**config.mk**
```make
export PLATFORM = sky130hd
export DESIGN_NAME = tsc_two_rail_gen
export DESIGN_NICKNAME = d
export VERILOG_FILES = /design/src/rtl/tsc_pkg.sv /design/src/rtl/tsc_pat_eval.sv /design/src/rtl/tsc_two_rail_gen.sv
export SDC_FILE = /design/constraint.sdc
export NUM_CORES = 1
export LEC_CHECK = 0
export CORE_ASPECT_RATIO = 0.9
export CORE_MARGIN = 3
export CORE_UTILIZATION = 50
export CTS_CLUSTER_SIZE = 28
export DETAILED_ROUTE_END_ITERATION = 10
export GPL_ROUTABILITY_DRIVEN = 0
export PLACE_DENSITY = 0.85
export SETUP_SLACK_MARGIN = 0.5
export SYNTH_ARGS = -nofsm -noshare
export SYNTH_HDL_FRONTEND = slang
export SYNTH_HIERARCHICAL = 1
export SYNTH_SLANG_ARGS = --single-unit
export TNS_END_PERCENT = 1
```
**constraint.sdc**
```tcl
create_clock -name clk -period 3.25 [get_ports clk]
set_clock_uncertainty 0.1 [all_clocks]
set_input_delay 0.8125 -clock clk [delete_from_list [all_inputs] [get_ports clk]]
set_output_delay 0.8125 -clock clk [all_outputs]
set_load 0.02 [all_outputs]
```
**src/rtl/tsc_pkg.sv**
```systemverilog
// Shared types and constants for the TSC two-rail generator.
//   tsc_state_e : controller states
//   NUM_PAT     : number of self-test patterns
//   TEST_PAT    : self-test patterns, bit order {x0, y0, x1, y1}
//   LAST_PAT    : index of the final (non-codeword) pattern
package tsc_pkg;

    typedef enum logic [2:0] {
        StIdle,
        StDrain,
        StApply,
        StSample,
        StDone
    } tsc_state_e;

    localparam int unsigned NUM_PAT = 5;

    // The four per-bit codeword classes, then the all-zero non-codeword.
    localparam logic [3:0] TEST_PAT [NUM_PAT] = '{
        4'b0101,
        4'b0110,
        4'b1001,
        4'b1010,
        4'b0000
    };

    localparam logic [2:0] LAST_PAT = 3'(NUM_PAT - 1);

endpackage

```
**src/rtl/tsc_pat_eval.sv**
```systemverilog
// Combinational judge of the checker response for one self-test pattern.
//   pat_idx  : index of the pattern currently driven on the rails
//   chk_x    : checker final_x
//   chk_y    : checker final_y
//   pat_good : checker behaved correctly for this pattern
module tsc_pat_eval
    import tsc_pkg::*;
#(
    parameter int unsigned W = 16
) (
    input  logic [2:0]   pat_idx,
    input  logic [W-1:0] chk_x,
    input  logic [W-1:0] chk_y,
    output logic         pat_good
);

    always_comb begin
        pat_good = 1'b0;
        if (pat_idx == LAST_PAT) begin
            // Non-codeword input: the checker must flag it on at least one bit.
            pat_good = |(~(chk_x ^ chk_y));
        end else begin
            // Codeword input: every output bit pair must be complementary.
            pat_good = &(chk_x ^ chk_y);
        end
    end

endmodule

```
**src/rtl/tsc_two_rail_gen.sv**
```systemverilog
// Two-rail encoder and checker self-test sequencer.
//   clk, rst_n          : clock, async active-low reset
//   in_valid/in_ready   : data pair handshake, in_d0/in_d1 the data words
//   x0/y0, x1/y1        : registered two-rail outputs to the checker
//   out_valid/out_ready : output word handshake
//   test_req            : level request for a checker self-test
//   chk_x, chk_y        : checker final_x / final_y
//   test_busy           : self-test patterns being applied
//   test_done           : one-cycle pulse at the end of a self-test
//   test_pass/test_fail : sticky result of the last completed self-test
module tsc_two_rail_gen
    import tsc_pkg::*;
#(
    parameter int unsigned W    = 16,
    parameter int unsigned HOLD = 2
) (
    input  logic         clk,
    input  logic         rst_n,
    input  logic         in_valid,
    output logic         in_ready,
    input  logic [W-1:0] in_d0,
    input  logic [W-1:0] in_d1,
    output logic [W-1:0] x0,
    output logic [W-1:0] y0,
    output logic [W-1:0] x1,
    output logic [W-1:0] y1,
    output logic         out_valid,
    input  logic         out_ready,
    input  logic         test_req,
    input  logic [W-1:0] chk_x,
    input  logic [W-1:0] chk_y,
    output logic         test_busy,
    output logic         test_done,
    output logic         test_pass,
    output logic         test_fail
);

    localparam logic [3:0] HOLD_LAST = 4'(HOLD - 1);

    // With HOLD == 1 the single hold cycle is already the sample cycle.
    localparam tsc_state_e FIRST_ST = (HOLD == 1) ? StSample : StApply;

    tsc_state_e   state_q, state_d;
    logic [2:0]   pat_q, pat_d;
    logic [3:0]   hold_q, hold_d;
    logic         fail_acc_q, fail_acc_d;
    logic         pass_q, pass_d;
    logic         fail_q, fail_d;
    logic         valid_q, valid_d;
    logic [W-1:0] x0_q, x0_d, y0_q, y0_d, x1_q, x1_d, y1_q, y1_d;

    logic         pat_good;
    logic         start_test;
    logic [3:0]   pat_bits;

    tsc_pat_eval #(
        .W(W)
    ) u_pat_eval (
        .pat_idx (pat_q),
        .chk_x   (chk_x),
        .chk_y   (chk_y),
        .pat_good(pat_good)
    );

    assign in_ready = (state_q == StIdle) & ~test_req & (~valid_q | out_ready);

    always_comb begin
        state_d    = state_q;
        pat_d      = pat_q;
        hold_d     = hold_q;
        fail_acc_d = fail_acc_q;
        pass_d     = pass_q;
        fail_d     = fail_q;
        valid_d    = valid_q;
        x0_d       = x0_q;
        y0_d       = y0_q;
        x1_d       = x1_q;
        y1_d       = y1_q;
        start_test = 1'b0;

        if (in_valid && in_ready) begin
            x0_d    = in_d0;
            y0_d    = ~in_d0;
            x1_d    = in_d1;
            y1_d    = ~in_d1;
            valid_d = 1'b1;
        end else if (out_ready) begin
            valid_d = 1'b0;
        end

        unique case (state_q)
            StIdle: begin
                if (test_req) begin
                    if (valid_q) begin
                        state_d = StDrain;
                    end else begin
                        start_test = 1'b1;
                    end
                end
            end
            StDrain: begin
                if (!valid_q || out_ready) begin
                    start_test = 1'b1;
                end
            end
            StApply: begin
                hold_d = hold_q + 4'd1;
                if (hold_d == HOLD_LAST) begin
                    state_d = StSample;
                end
            end
            StSample: begin
                fail_acc_d = fail_acc_q | ~pat_good;
                if (pat_q == LAST_PAT) begin
                    state_d = StDone;
                    pass_d  = ~fail_acc_d;
                    fail_d  = fail_acc_d;
                end else begin
                    pat_d   = pat_q + 3'd1;
                    hold_d  = 4'd0;
                    state_d = FIRST_ST;
                end
            end
            StDone: begin
                state_d = StIdle;
            end
            default: begin
                state_d = StIdle;
            end
        endcase

        // Parks the rail registers on the idle codeword so DONE and IDLE
        // present (0, 1s, 0, 1s) once the patterns are released.
        if (start_test) begin
            state_d    = FIRST_ST;
            pat_d      = 3'd0;
            hold_d     = 4'd0;
            fail_acc_d = 1'b0;
            pass_d     = 1'b0;
            fail_d     = 1'b0;
            valid_d    = 1'b0;
            x0_d       = '0;
            y0_d       = '1;
            x1_d       = '0;
            y1_d       = '1;
        end
    end

    always_ff @(posedge clk or negedge rst_n) begin
        if (!rst_n) begin
            state_q    <= StIdle;
            pat_q      <= 3'd0;
            hold_q     <= 4'd0;
            fail_acc_q <= 1'b0;
            pass_q     <= 1'b0;
            fail_q     <= 1'b0;
            valid_q    <= 1'b0;
            x0_q       <= '0;
            y0_q       <= '1;
            x1_q       <= '0;
            y1_q       <= '1;
        end else begin
            state_q    <= state_d;
            pat_q      <= pat_d;
            hold_q     <= hold_d;
            fail_acc_q <= fail_acc_d;
            pass_q     <= pass_d;
            fail_q     <= fail_d;
            valid_q    <= valid_d;
            x0_q       <= x0_d;
            y0_q       <= y0_d;
            x1_q       <= x1_d;
            y1_q       <= y1_d;
        end
    end

    assign test_busy = (state_q == StApply) || (state_q == StSample);
    assign test_done = (state_q == StDone);
    assign test_pass = pass_q;
    assign test_fail = fail_q;
    assign out_valid = valid_q;

    assign pat_bits = TEST_PAT[pat_q];

    always_comb begin
        x0 = x0_q;
        y0 = y0_q;
        x1 = x1_q;
        y1 = y1_q;
        if (test_busy) begin
            x0 = {W{pat_bits[3]}};
            y0 = {W{pat_bits[2]}};
            x1 = {W{pat_bits[1]}};
            y1 = {W{pat_bits[0]}};
        end
    end

endmodule

```
Word level (Yosys, flattened, before mapping)
Memories as Yosys holds them, arrays and structs flattened.
Cells that the tools add are included.
W data, S select, Z words.
- add/subtract/negate cells: 2
- order comparisons: 1
- equality and inequality tests: 12
- mux-type cells: 42
- bitwise gates (word level): 13
- reduce and logical (&&, ||, !) cells: 16
- operator list (kind ; number):
    $mux W16 ; 12
    $not A16 Y16 ; 3
    $mux W3 ; 8
    $mux W4 ; 4
    $reduce_and A16 Y1 ; 1
    $reduce_or A16 Y1 ; 1
    $xor A16 B16 Y16 ; 1
    $mux W1 ; 15
    $ne A3 B3 Y1 const B ; 4
    $pmux W3 S4 ; 1
    $pmux W4 S2 ; 1
    $eq A3 B2 Y1 const B ; 2
    $eq A3 B3 Y1 const B ; 2
    $reduce_and A2 Y1 ; 3
    $reduce_bool A2 Y1 ; 3
    $reduce_bool A3 Y1 ; 2
    $add A4 B1 Y4 const B ; 1
    $eq A4 B1 Y1 const B ; 1
    $ge A4 B4 Y1 const B ; 1
    $ne A2 B2 Y1 const B ; 2
    $not A1 Y1 ; 4
    $not A3 Y4 ; 1
    $reduce_and A4 Y1 ; 1
    $add A3 B1 Y3 const B ; 1
    8 further kinds ; 11
- register bits: 78
- memory bits (read-only): 32
- output and inout bits: 70
- word-level logic and storage cells: 98
- memories kept: 1
- memories (memory ; depth ; width ; read ports ; clocked after memory_dff ; wr ports ; RTL line ; source):
    (name not given) ; 8 ; 4 ; 1 ; 0 ; 0 ; tsc_two_rail_gen.sv:183 ; assign pat_bits = TEST_PAT[pat_q];

Longest topological paths before layout
Gate-level depths: netlist of run 1.
- depth after elaboration: 10
- gate-level depth with buffers: 7

Hierarchy
The synthesis of run 1 kept the hierarchy.
- by module, submodules not included (module ; instances ; cells each ; area an instance (sq um)):
    tsc_two_rail_gen ; 1 ; 408 ; 3987.6
    tsc_pat_eval ; 1 ; 24 ; 193.9

Worst setup path after synthesis of run 1
No wires, ideal clock.
- kind: input port to output port
- start: in test_req
- end: out in_ready
- data arrival time: 1411 ps
- data required time: 2338 ps
- slack: 926 ps
- stages on the path: 2
- cells stage by stage: nor4_4 -> and2_1
- longest elaborated chain between the ends: 3
- RTL lines (item ; RTL line ; source):
    from (decl) ; tsc_two_rail_gen.sv:29 ; input logic test_req,
    $not A1 Y1 ; tsc_two_rail_gen.sv:65 ; assign in_ready = (state_q == StIdle) & ~test_req & (~valid_q | out_ready);
    $and A1 B1 Y1 (2 in series) ; tsc_two_rail_gen.sv:65 ;
    to (decl) ; tsc_two_rail_gen.sv:20 ; output logic in_ready,
Every way passes these cells.

Worst setup path after layout of run 1
- start: reg pat_q[0]
- end: out x1[13]
- longest elaborated chain between the ends: 5
- RTL lines (item ; RTL line ; source):
    from (decl) ; tsc_two_rail_gen.sv:44 ; logic [2:0] pat_q, pat_d;
    from (signal assigned) ; tsc_two_rail_gen.sv:164 ; pat_q <= pat_d;
    $not A3 Y4 (implied by the code) ; tsc_two_rail_gen.sv:183 ;
    $mem_v2 Z8 W4 ; - ;
    $mux W4 (implied by the code) (2 in series) ; tsc_two_rail_gen.sv:183 ;
    $mux W16 ; tsc_two_rail_gen.sv:190 ; if (test_busy) begin
    to (decl) ; tsc_two_rail_gen.sv:25 ; output logic [W-1:0] x1,
Every way passes these cells. The select of a mux whose other input is x is not followed.

==> flow_summary_export.csv, run 1 <==
group,metric,value,unit
route,num_vias,3654,
global_route,grt_max_degree,94,
setup_path,critPathKind,"flop to output pin",
clock_tree,clockRootBuffer,"clkbuf_8",
synthesis,yosys.area.top_type,"dfrtp_1",
sta,slew_headroom,36.14,%
setup_path,arrival,2.09,ns
route,drt_iter0_drc,163,
global_route,grtUsageTotal,23.65,%
synthesis,ys_seq_area_share,47.64,%
sta,finalWorstSetupSlack,0.2463,ns
synthesis,synth.avg_cell_area,9.679,sq um
synthesis,synth_top_area_share,27.53,%
synthesis,yosysUniqueCellTypes,40,
placement,io_buffers,138,
synthesis,syn_area,4182,sq um
floorplan,die-area,9498,sq um
floorplan,die_h,92.76,um
sta,tightest_slew,0.9579,ns
clock_tree,cts_setup_buffers,0,
finish,drive_gt1_share,15.49,%
hold_path,hold_end,"fail_acc_q$_DFFE_PN0P_",
synthesis,synthMostInstantiatedCell,"nand2_1",
setup_path,timing.rr.start,"state_q[0]$_DFFE_PN0P_",
setup_path,r2r-end,"pat_q[2]$_DFFE_PN0P_",
finish,area_growth,39.80,%
sta,report.final.hold_viol_count,0,
setup_path,critPathCaptureType,"output pin",
clock_tree,tritoncts,"done",
sta,min_period,3.004,ns
placement,place_area,5608,sq um
synthesis,synthTopCellsByArea,"dfrtp_1 (28%), dfstp_2 (20%), a21o_1 (11%)",
sta,rsz0062_at_grt,"yes",
clock_tree,cts-hold-fix-buffers,0,
finish,stdcell_area,5846,sq um
floorplan,initial_utilization,53.30,%
finish,n_antenna_cell,0,
floorplan,core_area,7845,sq um
hold_path,min_from,"fail_acc_q$_DFFE_PN0P_",
hold_path,holdPathStages,2,
route,drtAntennaViolNets,0,
sta,holdWs,0.3936,ns
pwr,p_leak,2.859,nW
synthesis,synthCells,432,
synthesis,syn-num-nets,505,
sta,fmax,332.9,MHz
setup_path,worst-path-max-fanout,16,
synthesis,ys_async_sr_fraction,100.0,%
setup_path,rr_worst_depth,5,
placement,hpwl,7.820,mm
sta,tns,0,ns
hold_path,hold_path_class,"flop to flop",
floorplan,row_count,30,
pwr,p_total,0.006492,W
floorplan,ios,139,
clock_tree,cts_max_path_buffers,2,
synthesis,yosys_warnings,6,
finish,ff_latch_area,1993,sq um
placement,dp_slack,0.02588,ns
route,vias_per_cell,5.503,
finish,num-fill-cells,563,
sta,post-route-period-util,92.42,%
synthesis,synth-edff-count,0,
setup_path,cp.required,2.34,ns
setup_path,reg2reg_slack,1.35,ns
sta,final-setup-viol-count,0,
clock_tree,clkSinkCount,78,
clock_tree,clk_latency,0.34,ns
global_route,grt_pass1_wl,17.81,mm
clock_tree,cts_made_buffers,9,
synthesis,synth-main-ff-cell,"dfrtp_1",
floorplan,chipWidth,102.4,um
synthesis,yosys-top-cells-count,"nand2_1 (103), a21o_1 (64), dfrtp_1 (46), dfstp_2 (32), o211ai_1 (30)",
synthesis,ys_seq_elements,78,
global_route,grt_antenna_before_repair,0,
run_status,outcome,"complete, no violations",
global_route,grt-ovfl-total,0,
sta,slew_violations,0,
finish,final_nets,636,
pwr,power_density,1111,nW/um^2
run,maxCapViolations,0,
route,dr.pass1.iters,4,
clock_tree,htree_levels,3,
setup_path,startpoint_type,"flop",
clock_tree,path_clk_slew,0.08,ns
route,drcViolationCount,0,
pwr,ir_drop,922.5,uV
global_route,grt_pass1_vias,3668,
route,wl_per_cell,16.84,um
finish,multi_input_area,1932,sq um
route,routed_wl,11.18,mm
-- kinds of logic (layout without fill, tap and decap cells) --
family,count (synthesis),count (layout),synth area share (%)
simple gates,146,146,16.55
compound gates,137,137,23.34
flops,78,78,47.64
buf+inv,44,180,6.373
xor+xnor,21,21,4.399
fa+ha+maj,4,4,1.197
mux,2,2,0.5087
-- cells in the final DEF, fill, tap and decap left out, types with 2 or more instances in the layout --
cell,n
clkbuf_8,10
nand3_1,4
a21o_1,64
a21oi_2,9
nor3b_1,2
a21oi_1,23
dfstp_2,32
nand4_1,7
inv_1,8
nor3_4,4
xor2_1,18
a31oi_1,2
xnor2_1,3
nand3b_1,2
o21ai_0,3
nand2b_1,2
dfrtp_1,45
dlygate4sd2_1,5
nor3_1,3
ha_1,4
o211ai_1,30
buf_12,2
clkinv_4,2
nor2_1,10
clkdlybuf4s50_1,131
nand2_1,103
a22o_1,3
buf_4,16
bufinv_16,2
-- how the worst max path moves through the flow --
stage | startpoint | end | slack, ns | cells past startpoint
after floorplan | test_req | in_ready | 0.93 | 2
after global placement | test_req | in_ready | 0.04 | 4
after detailed placement | test_req | in_ready | 0.03 | 4
after CTS | state_q[2]$_DFFE_PN0P_ | y0[2] | 0.23 | 5
after global routing | pat_q[1]$_DFFE_PN0P_ | x0[7] | 0.14 | 5
final | pat_q[0]$_DFFE_PN0P_ | x1[13] | 0.25 | 5
-- power breakdown --
group	internal (W)	total [W]	switching [W]	leakage, nW
Sequential	0.00144	0.00170	0.000256	0.943
Clock	0.000459	0.000830	0.000371	0.113
Combinational	0.00190	0.00396	0.00206	1.80
-- stage by stage --
stage | util (%) | cells
2_1_floorplan | - | 432
3_3_place_gp | 71.48 | 648
3_5_place_dp | 71.48 | 648
4_1_cts | 74.48 | 664
5_1_grt | 74.51 | 664
6_report | 74.51 | 664
-- registers in the layout, indices dropped and copies added, names as in the netlist --
signal,count
fail_acc_q,1
test_fail,1
x1_q,16
state_q,3
test_pass,1
x0_q,16
hold_q,4
y1_q,16
y0_q,16
out_valid,1
pat_q,3
-- area by class of cell --
class	count	share of cell area (%)
timing repair buffer	156	26.33
clock inverter	6	1.605
clock buffer	10	2.354
multi-input combinational	310	33.05
inverter	8	0.5137
tap	96	2.055
sequential	78	34.10
-- critical path, cell delays in order, from the launching register on --
cell and delay [ns]:
dfrtp_1 0.45, inv_1 0.14, nor3_4 0.18, buf_4 0.25
a21o_1 0.13, clkdlybuf4s50_1 0.60
-- timing repair --
action                     in CTS  in global routing
setup endpoints to repair      66                 67
resized for setup               8                  1
hold endpoints to repair        0                  0
pin swaps                       0                  0
-- routing by layer --
metal / global-route usage [%] / share of wire, % / up-vias
met1: 30.26 / 42 / 1750
met5: 0 / 0 / -
met2: 39.07 / 49 / 140
li1: - / - / 1749
met3: 6.551 / 7.4 / 15
met4: 6.776 / 1.6 / 0
Note: power is estimated with default switching activity, not from simulation.
==> inputs of run 2 (changes only) <==
Settings changed: ABC_CLOCK_PERIOD_IN_PS set to 3250, CELL_PAD_IN_SITES_DETAIL_PLACEMENT set to 0, CELL_PAD_IN_SITES_GLOBAL_PLACEMENT set to 1, CORE_UTILIZATION 50 to 37.
==> flow_summary_export.csv, run 2 (same netlist as run 1, synthesis figures left out) <==
group,metric,value,unit
clock_tree,tritoncts,"done",
setup_path,slowest_stage,"clkdlybuf4s50_1",
placement,hpwl,7.709,mm
floorplan,initial_utilization,38.20,%
run,maxCapViolations,0,
sta,holdWs,0.4003,ns
global_route,grt_pass1_wl,18.29,mm
finish,final_util,54.46,%
pwr,comb_power_share,57.2,%
setup_path,cp.required,2.34,ns
sta,slew_violations,0,
setup_path,reg2reg_slack,1.28,ns
pwr,ir_drop,491.9,uV
pwr,clock_power_share,16.5,%
finish,mostFrequentLayoutCells,"nand2_1 (103), clkdlybuf4s50_1 (91), a21o_1 (64)",
floorplan,ios,139,
clock_tree,clockRootBuffer,"clkbuf_16",
pwr,p_int,0.003786,W
clock_tree,cts-hold-fix-buffers,0,
pwr,seq_power_share,26.3,%
floorplan,row_count,36,
run_status,outcome,"complete, no violations",
route,drcViolationCount,0,
finish,drive_gt1_share,14.84,%
sta,rsz0062_at_grt,"yes",
global_route,grt_max_degree,79,
setup_path,critPathKind,"flop to output pin",
setup_path,worst-path-max-fanout,16,
setup_path,arrival,2.10,ns
route,routed_wl,11.03,mm
floorplan,chipWidth,118.1,um
global_route,grt-ovfl-total,0,
finish,stdcell_area,5961,sq um
hold_path,hold_path_class,"flop to flop",
route,num_vias,3607,
clock_tree,clkSinkCount,78,
setup_path,startpoint_type,"flop",
sta,report.final.hold_viol_count,0,
placement,place_area,5678,sq um
clock_tree,clk_latency,0.33,ns
global_route,grt_antenna_before_repair,0,
setup_path,slowest_delay,0.60,ns
sta,fmax,331.7,MHz
setup_path,critPathCaptureType,"output pin",
finish,final_nets,635,
sta,post-route-period-util,92.76,%
floorplan,die_h,106.9,um
route,dr.pass1.iters,4,
route,vias_per_cell,5.024,
route,drt_iter0_drc,247,
clock_tree,cts_max_path_buffers,2,
finish,layout_commonest_cell,"nand2_1",
route,wl_per_cell,15.36,um
finish,n_antenna_cell,0,
pwr,p_leak,2.999,nW
pwr,p_sw_share,41.28,%
pwr,p_sw,0.002661,W
clock_tree,cts_made_buffers,9,
sta,min_period,3.015,ns
route,drtAntennaViolNets,0,
global_route,grt_pass1_vias,3605,
floorplan,core_area,10950,sq um
setup_path,path_cells,"nand2b_4 -> nor3_4 -> buf_6 -> a21o_1 -> clkdlybuf4s50_1",
floorplan,die-area,12610,sq um
placement,io_buffers,138,
sta,final-setup-viol-count,0,
global_route,grtUsageTotal,17.78,%
clock_tree,path_clk_slew,0.06,ns
clock_tree,htree_levels,3,
pwr,power_density,1082,nW/um^2
sta,slew_headroom,35.73,%
sta,tightest_slew,0.9641,ns
finish,area_growth,42.55,%
## run 2: cell count changes in the layout (fill, tap and decap cells not counted), sizes merged
cell / previous run / this run
clkdlybuf4s50: 131 / 91
dlygate4sd2: 5 / 44
clkinv: 2 / 0
buf: 19 / 18
clkinvlp: 1 / 2
dlymetal6s2s: 1 / 2
## run 2: area by class of cell
cell class / instances / area [sq um]
Fill cell: 1005 / 4985
Sequential cell: 78 / 1992
Multi-Input combinational cell: 310 / 1939
Timing Repair Buffer: 155 / 1496
Clock buffer: 10 / 229.0
Tap cell: 152 / 190.2
Clock inverter: 5 / 83.83
Inverter: 8 / 30.03
## run 2: power groups by stage
stage	clock network, W	registers, W	logic [W]
final	0.00107	0.00169	0.00369
after detailed placement	0	0.00170	0.00400
after global routing	0.00113	0.00174	0.00400
after floorplan	0	0.00163	0.00232
after global placement	0	0.00168	0.00396
after CTS	0.00108	0.00169	0.00375
## run 2: final timing paths
| kind | from | to | cells after the start |
|---|---|---|---|
| setup reg to reg | state_q[1]$_DFFE_PN0P_ | x0_q[9]$_DFFE_PN0P_ | 7 |
| setup / recovery | state_q[2]$_DFFE_PN0P_ | x0[10] | 5 |
| hold / removal | y0_q[11]$_DFFE_PN1P_ | y0_q[11]$_DFFE_PN1P_ | 2 |
| max in group asynchronous | rst_n | test_fail$_DFFE_PN0P_ | 1 |
| min in group asynchronous | rst_n | x1_q[8]$_DFFE_PN0P_ | 1 |
| hold reg to reg | y0_q[11]$_DFFE_PN1P_ | y0_q[11]$_DFFE_PN1P_ | 2 |
## run 2: per-stage QoR
stage / total power, W / setup slack [ns] / TNS, ns / cells
after floorplan: 0.003953 / 0.9263 / 0 / 432
after global routing: 0.006877 / 0.1399 / 0 / 718
final: 0.006447 / 0.2354 / 0 / 718
after detailed placement: 0.005703 / -0.009044 / -0.009044 / 703
after global placement: 0.005645 / -0.01901 / -0.01901 / 703
after CTS: 0.006527 / 0.2260 / 0 / 718
## run 2: critical path, delay by kind of cell, from the launching register on
| kind | cells | cell delay (ns) |
|---|---|---|
| compound gates | 1 | 0.10 |
| buf+inv | 2 | 0.81 |
| flops | 1 | 0.46 |
| simple gates | 2 | 0.40 |
## run 2: repair_timing
action,CTS,global route
gates resized for setup,49,2
hold endpoints to repair,0,0
buffers inserted,0,0
endpoints found under the setup margin,66,67
gates cloned,0,0
## run 2: layer usage
metal	global-route usage (%)	part of all wire (%)	vias up
li1	-	-	1751
met1	24.04	47	1727
met2	28.31	46	124
met3	5.749	7.0	5
met4	3.264	0.44	0
met5	0	0	-
